$ cat src/rtl/mem_arb_pkg.sv
// ============================================================================
// Module   : mem_arb_pkg
// Contents : State encodings, owner codes and default widths shared by the
//            memory port arbiter and its starvation counter.
// Revision : 1.0 - initial release
// ============================================================================
`default_nettype none

package mem_arb_pkg;

  localparam int ADDR_W_DEF   = 30;
  localparam int DATA_W_DEF   = 32;
  localparam int MAX_WAIT_DEF = 4;

  localparam logic [1:0] ST_IDLE    = 2'd0;
  localparam logic [1:0] ST_BUSY_IF = 2'd1;
  localparam logic [1:0] ST_BUSY_D  = 2'd2;

  localparam logic OWNER_IF = 1'b0;
  localparam logic OWNER_D  = 1'b1;

endpackage

`default_nettype wire

$ cat src/rtl/arb_starve_counter.sv
// ============================================================================
// Module   : arb_starve_counter
// Contents : Saturating count of arbitrations lost by IF; raises force_o once
//            the count reaches MAX_WAIT (MAX_WAIT must be >= 1).
// Revision : 1.0 - initial release
// ============================================================================
`default_nettype none

import mem_arb_pkg::*;

module arb_starve_counter #(
  parameter int MAX_WAIT = MAX_WAIT_DEF
) (
  input  logic clk,
  input  logic reset,
  input  logic inc_i,
  input  logic clr_i,
  output logic force_o
);

  localparam int              CNT_W   = $clog2(MAX_WAIT + 1);
  localparam logic [CNT_W-1:0] CNT_MAX = CNT_W'(MAX_WAIT);

  logic [CNT_W-1:0] cnt_q;
  logic [CNT_W-1:0] cnt_d;

  always_comb begin
    cnt_d = cnt_q;
    if (clr_i) begin
      cnt_d = '0;
    end else if (inc_i && (cnt_q != CNT_MAX)) begin
      cnt_d = cnt_q + 1'b1;
    end
  end

  always_ff @(posedge clk or posedge reset) begin
    if (reset) begin
      cnt_q <= '0;
    end else begin
      cnt_q <= cnt_d;
    end
  end

  assign force_o = (cnt_q == CNT_MAX);

endmodule

`default_nettype wire

$ cat src/rtl/mem_port_arbiter.sv
// ============================================================================
// Module   : mem_port_arbiter
// Contents : Shares one variable-latency single-ported memory between fetch
//            (IF) and load/store (D); D wins ties. Optional IF anti-starvation
//            is enabled by defining STARVE_GUARD_EN.
// Revision : 1.0 - initial release
// ============================================================================
`default_nettype none

import mem_arb_pkg::*;

module mem_port_arbiter #(
  parameter int ADDR_W   = ADDR_W_DEF,
  parameter int DATA_W   = DATA_W_DEF,
  parameter int MAX_WAIT = MAX_WAIT_DEF
) (
  input  logic              clk,
  input  logic              reset,
  input  logic              if_req,
  input  logic [ADDR_W-1:0] if_addr,
  output logic              if_gnt,
  output logic              if_rvalid,
  output logic [DATA_W-1:0] if_rdata,
  input  logic              d_req,
  input  logic              d_we,
  input  logic [ADDR_W-1:0] d_addr,
  input  logic [DATA_W-1:0] d_wdata,
  output logic              d_gnt,
  output logic              d_rvalid,
  output logic [DATA_W-1:0] d_rdata,
  output logic              mem_en,
  output logic              mem_we,
  output logic [ADDR_W-1:0] mem_addr,
  output logic [DATA_W-1:0] mem_wdata,
  input  logic [DATA_W-1:0] mem_rdata,
  input  logic              mem_ready
);

  logic [1:0]        state_q,     state_d;
  logic [ADDR_W-1:0] addr_q,      addr_d;
  logic              we_q,        we_d;
  logic [DATA_W-1:0] wdata_q,     wdata_d;
  logic              if_rvalid_q, if_rvalid_d;
  logic              d_rvalid_q,  d_rvalid_d;
  logic [DATA_W-1:0] if_rdata_q,  if_rdata_d;
  logic [DATA_W-1:0] d_rdata_q,   d_rdata_d;

  logic w_idle;
  logic w_busy;
  logic w_done;
  logic w_owner;
  logic w_force_if;
  logic w_grant_if;
  logic w_grant_d;

  assign w_idle  = (state_q == ST_IDLE);
  assign w_busy  = (state_q == ST_BUSY_IF) || (state_q == ST_BUSY_D);
  assign w_done  = w_busy && mem_ready;
  assign w_owner = (state_q == ST_BUSY_D) ? OWNER_D : OWNER_IF;

  // IF takes the slot when D is absent, or when the starvation guard forces it.
  assign w_grant_if = w_idle && if_req && (!d_req || w_force_if);
  assign w_grant_d  = w_idle && d_req && !w_grant_if;

`ifdef STARVE_GUARD_EN
  arb_starve_counter #(
    .MAX_WAIT (MAX_WAIT)
  ) u_starve (
    .clk     (clk),
    .reset   (reset),
    .inc_i   (w_grant_d && if_req),
    .clr_i   (w_grant_if),
    .force_o (w_force_if)
  );
`else
  // Strict D priority: the force condition is constant false.
  assign w_force_if = (MAX_WAIT < 0);
`endif

  always_comb begin
    state_d     = state_q;
    addr_d      = addr_q;
    we_d        = we_q;
    wdata_d     = wdata_q;
    if_rvalid_d = 1'b0;
    d_rvalid_d  = 1'b0;
    if_rdata_d  = if_rdata_q;
    d_rdata_d   = d_rdata_q;

    if (w_grant_d) begin
      state_d = ST_BUSY_D;
      addr_d  = d_addr;
      we_d    = d_we;
      wdata_d = d_wdata;
    end else if (w_grant_if) begin
      state_d = ST_BUSY_IF;
      addr_d  = if_addr;
      we_d    = 1'b0;
    end else if (w_done) begin
      state_d = ST_IDLE;
      if (w_owner == OWNER_D) begin
        d_rvalid_d = 1'b1;
        if (!we_q) begin
          d_rdata_d = mem_rdata;
        end
      end else begin
        if_rvalid_d = 1'b1;
        if_rdata_d  = mem_rdata;
      end
    end else if (!w_busy) begin
      state_d = ST_IDLE;
    end
  end

  always_ff @(posedge clk or posedge reset) begin
    if (reset) begin
      state_q     <= ST_IDLE;
      addr_q      <= '0;
      we_q        <= 1'b0;
      wdata_q     <= '0;
      if_rvalid_q <= 1'b0;
      d_rvalid_q  <= 1'b0;
      if_rdata_q  <= '0;
      d_rdata_q   <= '0;
    end else begin
      state_q     <= state_d;
      addr_q      <= addr_d;
      we_q        <= we_d;
      wdata_q     <= wdata_d;
      if_rvalid_q <= if_rvalid_d;
      d_rvalid_q  <= d_rvalid_d;
      if_rdata_q  <= if_rdata_d;
      d_rdata_q   <= d_rdata_d;
    end
  end

  assign if_gnt    = w_grant_if;
  assign d_gnt     = w_grant_d;
  assign if_rvalid = if_rvalid_q;
  assign d_rvalid  = d_rvalid_q;
  assign if_rdata  = if_rdata_q;
  assign d_rdata   = d_rdata_q;
  assign mem_en    = w_busy;
  assign mem_we    = w_busy && we_q;
  assign mem_addr  = addr_q;
  assign mem_wdata = wdata_q;

endmodule

`default_nettype wire

$ cat config.mk
export PLATFORM = sky130hd
export DESIGN_NAME = mem_port_arbiter
export DESIGN_NICKNAME = d
export VERILOG_FILES = /design/src/rtl/mem_arb_pkg.sv /design/src/rtl/arb_starve_counter.sv /design/src/rtl/mem_port_arbiter.sv
export SDC_FILE = /design/constraint.sdc
export NUM_CORES = 1
export LEC_CHECK = 0
export ABC_AREA = 1
export CAP_MARGIN = 30
export CORE_ASPECT_RATIO = 0.7
export CORE_UTILIZATION = 35
export CTS_CLUSTER_DIAMETER = 200
export DETAILED_ROUTE_END_ITERATION = 16
export PLACE_DENSITY = 0.76
export SYNTH_ARGS = -nofsm -noshare
export SYNTH_HDL_FRONTEND = slang
export SYNTH_SLANG_ARGS = --single-unit
$ cat constraint.sdc
create_clock -name clk -period 14.08 [get_ports clk]
set_input_delay 3.52 -clock clk [delete_from_list [all_inputs] [get_ports clk]]
set_output_delay 3.52 -clock clk [all_outputs]
set_load 0.01 [all_outputs]
==> run metrics, run 1 <==
Post-Synth Simple-Gate Area=0.277; initial drt markers=approximately 270; final core occ=0.591; all-layer global routing usage=0.214; Max Cap Viol=0; CTS Buf Count=17; CP Capture Type=output pin; vias in the first global route=between 4000 and 5000; crit start category=input pin; unrepaired setup endpoints after global routing=no; Mapped Area=~0.0053 mm²; maximum vdd ir drop=slightly below 0.09 mV; Worst EP required=10.56 ns; post-CTS setup buffer count=0; Final Max Tran Viols=0; # DRC=0; capturing point of the worst reg2reg path=mem_addr[20]; Tmin final=around 8.3 ns; starting density of the core=0.360; syn avg cell area=just under 9 µm²; worst-margin pin slew=between 0.9 and 1 ns; final antenna-violating net count=0; share of post-route cells with drive strength above 1=0.0540; dpl hpwl=10700 µm; Hold Vio Cnt, Final=0; Hold Path Sink=if_rdata[13]; initial antenna violation count=0; worst-case reg-to-reg path depth=7; Power Dens Cells=about 190 mW/mm²; clock sinks=131; DIE HEIGHT=105 µm; core footprint=approximately 0.015 mm²; Lkg Pwr=around 4.1 nW; router iterations before antenna repair=5; met3 Resource Use GR=0.0769; CP Class=in -> out; Worst Skew=about 0.008 ns; library cells used by synthesis=16; adder-cell share of the synthesized area=0.00472; IO buf count=261; I/O pins=~260; complex-gate fraction of the synthesized area=0.0583; Fin Setup TNS=0 ns; # setup viols final=0; Critical R2R Launch=state_q[0]; # diodes=0; met1 usage=0.285; hold path cells=2; syn nets=~740; H-tree depth=4; via density per instance=between 4 and 5; total gr overflow=0; register bit count reported by yosys=between 100 and 150; Synth warnings=0; Layout Area Growth over Synthesis=64.4%; xor/xnor share of the synthesized area=0; Mapped Cells=607; largest family of logic cells by synthesized area=simple AND/OR/NAND/NOR gates; GP Congestion=0.828; first-pass GRT wire length=approximately 26000 µm; average wire per standard cell=15.0 µm; worst-path maximum fanout=2; Critical Path Source=if_req; fmax=approximately 120 MHz; CTS resizes=0; CTS Root Cell=clkbuf_16; CTS tree=built; Min-Delay Path Class=reg -> reg; via count=4953; GRT busiest layer=met2; worst reg-to-reg setup slack=around 12 ns; M2 GR Usage=0.323; Critical Path AT=about 4.8 ns; clock-pin slew on the worst setup and hold paths=around 0.06 ns; Seq/Total Area, Yosys=0.619; Max-Slew Margin vs Limit=0.369; clk_lat worst skew=approximately 0.41 ns; post-synthesis mux area share=0; nets@finish=roughly 1000; Die Wd=149 µm; DIE AREA=roughly 0.016 mm²; largest net degree at the start of global routing=just under 100; FP Rows=37; wirelength, routed=15900 µm; status=finished, final reports clean; Final Cycle Share=0.593; clock tree buffer depth=2; HP Start=if_rdata[13]; Hold Buf Count CTS=0
cell usage in the layout (no fill, tap or decap), types with 3 or more instances in the layout:
cell,n
clkinv_4,3
nand3_1,65
nand2_1,265
clkdlybuf4s50_1,261
dfrtp_1,131
nor2_1,32
buf_4,8
clkbuf_16,17
o21ai_1,29
inv_6,5
inv_1,6
o21ai_0,31
bufinv_16,3
worst max-delay path, stage by stage:
cell and delay, ns:
clkdlybuf4s50_1 0.53, nand2_1 0.09, nor2_1 0.13, clkdlybuf4s50_1 0.55
sequential cells by signal (all words and copies together), names as in the netlist:
signal,cells
mem_addr,30
we_q,1
state_q,2
d_rdata,32
if_rdata,32
mem_wdata,32
d_rvalid,1
if_rvalid,1
metrics by stage:
step	hold slack, ns	cell area, µm²	setup WS, ns	cells	power (mW)
after global placement	0.452	8040	5.75	1033	1.21
after global routing	0.486	8710	5.68	1066	1.78
after detailed placement	0.457	8040	5.74	1033	1.23
after floorplan	0.484	5300	6.53	607	0.840
final	0.467	8710	5.73	1066	1.68
after CTS	0.472	8650	5.74	1064	1.69
synth_stat cells:
library cell | instances | area [µm²]
o21ai_0 | 31 | 155
buf_4 | 5 | 37.5
buf_2 | 20 | 100
nand4_1 | 2 | 12.5
nand2_1 | 266 | 998
ha_1 | 2 | 25.0
nor2_2 | 2 | 12.5
o21ai_2 | 1 | 8.76
inv_2 | 1 | 3.75
buf_1 | 1 | 3.75
o21ai_1 | 29 | 145
clkbuf_1 | 12 | 45.0
nand3_1 | 65 | 325
inv_1 | 7 | 26.3
dfrtp_1 | 131 | 3280
nor2_1 | 32 | 120
worst max path at each step:
stage              to  slack, ns
2_1_floorplan   d_gnt       6.53
3_3_place_gp   if_gnt       5.75
3_5_place_dp   if_gnt       5.74
4_1_cts        if_gnt       5.74
5_1_grt         d_gnt       5.68
6_report       if_gnt       5.73
power by group:
group	switching, mW	total [mW]	internal [mW]
Sequential	0.0799	0.599	0.519
Combinational	0.282	0.623	0.341
Clock	0.172	0.458	0.286
cells by family after synthesis:
group | count (synthesis)
adder cells (fa/ha/maj) | 2
AND/OR/NAND/NOR | 367
AO/OA/AOI/OAI | 61
buffers and inverters | 46
flip-flops | 131
routing by layer:
metal,vias to the layer above,wire [µm]
met5,-,0
met4,0,185
met3,15,1310
met2,194,7220
met1,2308,7230
li1,2436,-
final cells by class:
class                   count  area [µm²]
flip-flops and latches    131        3280
multi-input cells         430        1810
repair buffers            271        2730
fillers                  1296        6010
clock inverters            13         173
well taps                 195         244
inverters                   8        32.5
clock buffers              18         439
Power figures use the tool's default switching activity.
==> run 2, diff against run 1 <==
clock period = 7.8 ns   (was 14.08 ns; I/O delays follow)
==> run 2 against run 1 <==
Final area is essentially flat. Setup slack lost 3.1 ns. First-iteration DRC count shrank 2.6%. Final cell count is essentially flat. Largest power group unchanged.
==> run metrics, run 2 (same netlist as run 1, synthesis figures left out) <==
status=finished, final reports clean; CP Class=in -> out; # setup viols final=0; initial drt markers=roughly 260; CTS resizes=0; CP Capture Type=output pin; clk_lat worst skew=0.41 ns; critical path cell sequence=clkdlybuf4s50_1 > nand2_1 > nor2_1 > clkdlybuf4s50_1; via count=5038; fmax=roughly 190 MHz; Final Max Tran Viols=0; Layout Area Growth over Synthesis=64.2%; Max Cap Viol=0; DIE AREA=approximately 0.016 mm²; commonest non-fill, non-tap cell in the layout=nand2_1; I/O pins=between 200 and 300; filler cell count in the final layout=around 1300; Worst Skew=0.00978 ns; starting density of the core=0.360; worst-margin pin slew=around 0.97 ns; FP Rows=37; Die Wd=149 µm; crit start category=input pin; most frequent cells in the layout=265 x nand2_1, 261 x clkdlybuf4s50_1, 131 x dfrtp_1; Hold Vio Cnt, Final=0; all-layer global routing usage=0.212; CTS Root Cell=clkbuf_16; DIE HEIGHT=between 100 and 150 µm; Lkg Pwr=4.09 nW; average wire per standard cell=around 15 µm; hold_ws=0.468 ns; max incr delay on CP=~0.55 ns; share of post-route cells with drive strength above 1=0.0539; CTS Buf Count=17; Max-Slew Margin vs Limit=0.354; wirelength, routed=between 15000 and 20000 µm; initial antenna violation count=0; first-pass GRT wire length=25700 µm; router iterations before antenna repair=4; final antenna-violating net count=0; worst reg-to-reg setup slack=5.11 ns; Tmin final=~5.2 ns; vias in the first global route=4949; via density per instance=4.72; crit path max-delay cell type=clkdlybuf4s50_1; largest net degree at the start of global routing=76; crit-path most repeated cell=clkdlybuf4s50_1; Min-Delay Path Class=reg -> reg; Fin Setup TNS=0 ns; unrepaired setup endpoints after global routing=no; GP Congestion=between 0.8 and 0.9; clock-pin slew on the worst setup and hold paths=about 0.06 ns; # diodes=0; clock sinks=about 130; post-CTS setup buffer count=0; clock tree buffer depth=2; dpl hpwl=around 11000 µm; Critical Path AT=~3.3 ns; Hold Buf Count CTS=0; maximum vdd ir drop=~0.15 mV; total gr overflow=0; Worst EP required=around 6 ns; IO buf count=~260; core footprint=0.0147 mm²; nets@finish=about 1000; CTS tree=built; Power Dens Cells=~350 mW/mm²; worst-path maximum fanout=2; Final Cycle Share=0.667; H-tree depth=4; # DRC=0
run 2: final cells by class:
type / instances / area, µm² / share of cell area
repair buffers: 271 / 2710 / 0.311
flip-flops and latches: 131 / 3280 / 0.377
multi-input cells: 430 / 1810 / 0.208
clock inverters: 12 / 168 / 0.0193
clock buffers: 20 / 457 / 0.0525
well taps: 195 / 244 / 0.0280
inverters: 8 / 32.5 / 0.00374
run 2: final timing paths:
kind | depth (start not counted) | startpoint | to
setup / recovery | 4 | if_req | if_gnt
hold / removal | 2 | if_rdata[31] | if_rdata[31]
setup reg to reg | 7 | state_q[0] | mem_addr[27]
hold reg to reg | 2 | if_rdata[31] | if_rdata[31]
max in group asynchronous | 4 | reset | if_rdata[28]
min in group asynchronous | 2 | reset | mem_wdata[14]
run 2: critical path, delay by kind of cell:
family	cells	cell delay, ns
AND/OR/NAND/NOR	2	0.22
buffers and inverters	2	1.07
run 2: metal layers:
layer  vias to the layer above  track usage  share of wire
met5                         -            0              0
met4                         0       0.0736          0.015
met3                        19       0.0721          0.092
met2                       208        0.318           0.45
met1                      2365        0.285           0.45
li1                       2446            -              -
run 2: power breakdown:
| group | total [mW] | switching, mW | internal, mW | leakage [nW] |
|---|---|---|---|---|
| clock | 0.840 | 0.313 | 0.527 | 0.303 |
| combinational | 1.12 | 0.508 | 0.612 | 2.16 |
| sequential | 1.08 | 0.141 | 0.937 | 1.63 |
| total | 3.04 | 0.961 | 2.08 | 4.09 |
run 2: metrics by stage:
stage                     cell area [µm²]  instances  power (mW)  worst slack (ns)   util
after global routing                 8700       1067        3.22              2.54  0.591
after global placement               8050       1034        2.19              2.61  0.547
after floorplan                      5300        607        1.52              2.35      -
after CTS                            8670       1066        3.07              2.60  0.589
after detailed placement             8050       1034        2.21              2.60  0.547
final                                8700       1067        3.04              2.60  0.591
==> run 3, diff against run 2 <==
PLACE_DENSITY = 0.79   (was 0.76)
clock period = 4.6 ns   (was 7.8 ns; I/O delays follow)
==> run 3 against run 2 <==
Clock skew shrank 0.0011 ns. Wire length grew 0.71%. Register-to-register slack got worse by 2.7 ns. Sequential power rose by 70%. Setup slack lost 1.6 ns. Final area barely moved. Die area unchanged. Clock power is 67% higher. Flip-flop and latch count unchanged. Worst hold slack better by 0.00091 ns. Sequential share of layout area about the same. Largest cell class unchanged. Highest routed layer unchanged.
==> run metrics, run 3 (same netlist as run 1, synthesis figures left out) <==
maximum vdd ir drop=0.277 mV; all-layer global routing usage=0.213; router iterations before antenna repair=6; largest net degree at the start of global routing=just over 80; Max-Slew Margin vs Limit=0.512; Worst Skew=a little under 0.009 ns; Final Cycle Share=0.790; GP Congestion=between 0.7 and 0.8; Min-Delay Path Class=reg -> reg; Hold Buf Count CTS=0; Fin Setup TNS=0 ns; clock sinks=131; clk_lat worst skew=between 0.4 and 0.5 ns; # DRC=0; DIE AREA=around 0.016 mm²; post-CTS setup buffer count=0; fmax=around 280 MHz; wirelength, routed=16100 µm; core footprint=0.0147 mm²; final antenna-violating net count=0; Clk pwr share=0.272; CP Capture Type=output pin; IO buf count=around 260; CP Class=in -> out; Die Wd=approximately 150 µm; Critical Path Source=if_req; H-tree depth=4; filler cell count in the final layout=approximately 1200; Logic pwr share=0.371; # diodes=0; # setup viols final=0; CTS Buf Count=17; average wire per standard cell=15.1 µm; Internal Power=roughly 3.5 mW; post-route design area=roughly 0.0087 mm²; Hold Vio Cnt, Final=0; Lkg Pwr=roughly 4.1 nW; commonest non-fill, non-tap cell in the layout=nand2_1; switching portion of total power=0.319; Worst EP required=3.45 ns; worst-margin pin slew=~0.73 ns; worst-case reg-to-reg path depth=8; starting density of the core=0.360; DIE HEIGHT=about 100 µm; dpl hpwl=around 11000 µm; sequential share of power=0.357; CTS tree=built; CTS Root Cell=clkbuf_16; crit path to=if_gnt; vias in the first global route=approximately 5000; crit start category=input pin; Max Cap Viol=0; dpl cell area=0.00809 mm²; Critical Path AT=about 2.5 ns; CTS resizes=0; switching power=approximately 1.6 mW; Layout Area Growth over Synthesis=64.3%; Critical R2R Launch=state_q[1]; capturing point of the worst reg2reg path=d_rdata[2]; via density per instance=about 4.7; status=finished, final reports clean; I/O pins=between 200 and 300; initial antenna violation count=0; Final Max Tran Viols=0; share of post-route cells with drive strength above 1=0.0572; first-pass GRT wire length=roughly 26000 µm; via count=5063; worst reg-to-reg setup slack=between 2 and 2.5 ns; Power Dens Cells=slightly below 600 mW/mm²; Post-Layout Cell Count=approximately 1100; initial drt markers=roughly 330; Tmin final=about 3.6 ns; clock tree buffer depth=2; worst-path maximum fanout=2; FP Rows=37; clock-pin slew on the worst setup and hold paths=roughly 0.06 ns; total gr overflow=0; most frequent cells in the layout=265 x nand2_1, 261 x clkdlybuf4s50_1, 131 x dfrtp_1; nets@finish=between 900 and 1000; unrepaired setup endpoints after global routing=no; placed cell count=1038
-- run 3: critical path, cell delays in order --
cell and delay (ns):
clkdlybuf4s50_1 0.53, nand2_1 0.09, nor2_1 0.15, clkdlybuf4s50_1 0.56
-- run 3: per-stage QoR --
stage / power [mW] / worst slack [ns] / hold slack (ns) / util
floorplan: 2.57 / 1.79 / 0.484 / -
global placement: 3.73 / 1.01 / 0.453 / 0.550
detailed placement: 3.77 / 0.969 / 0.458 / 0.550
CTS: 5.21 / 0.965 / 0.473 / 0.591
global route: 5.46 / 0.912 / 0.491 / 0.591
finish: 5.15 / 0.965 / 0.469 / 0.591
-- run 3: worst min-delay path by stage --
stage            startpoint           end  slack (ns)  depth (start not counted)
6_report       if_rdata[26]  if_rdata[26]        0.47                          2
3_3_place_gp    d_rdata[17]   d_rdata[17]        0.45                          2
3_5_place_dp    if_rdata[9]   if_rdata[9]        0.46                          2
5_1_grt        if_rdata[18]  if_rdata[18]        0.49                          2
2_1_floorplan          we_q          we_q        0.48                          2
4_1_cts         if_rdata[9]   if_rdata[9]        0.47                          2
-- run 3: per-layer routing --
| metal | vias up | wire [µm] | global-route usage |
|---|---|---|---|
| li1 | 2442 | - | - |
| met1 | 2386 | 7000 | 0.277 |
| met2 | 214 | 7370 | 0.330 |
| met3 | 21 | 1490 | 0.0821 |
| met4 | 0 | 242 | 0.0590 |
| met5 | - | 0 | 0 |
-- run 3: final cells by class --
cell class | instances | area [µm²] | area share
Sequential cell | 131 | 3280 | 0.377
Clock buffer | 18 | 439 | 0.0505
Multi-Input combinational cell | 430 | 1810 | 0.208
Timing Repair Buffer | 274 | 2720 | 0.313
Tap cell | 195 | 244 | 0.0280
Inverter | 8 | 33.8 | 0.00388
Clock inverter | 13 | 173 | 0.0198
-- run 3: power by group through the flow --
| stage | combinational, mW | sequential [mW] | clock (mW) |
|---|---|---|---|
| after floorplan | 0.536 | 2.04 | 0 |
| after global placement | 1.90 | 1.83 | 0 |
| after detailed placement | 1.93 | 1.84 | 0 |
| after CTS | 1.93 | 1.84 | 1.44 |
| after global routing | 2.08 | 1.89 | 1.50 |
| final | 1.91 | 1.84 | 1.40 |
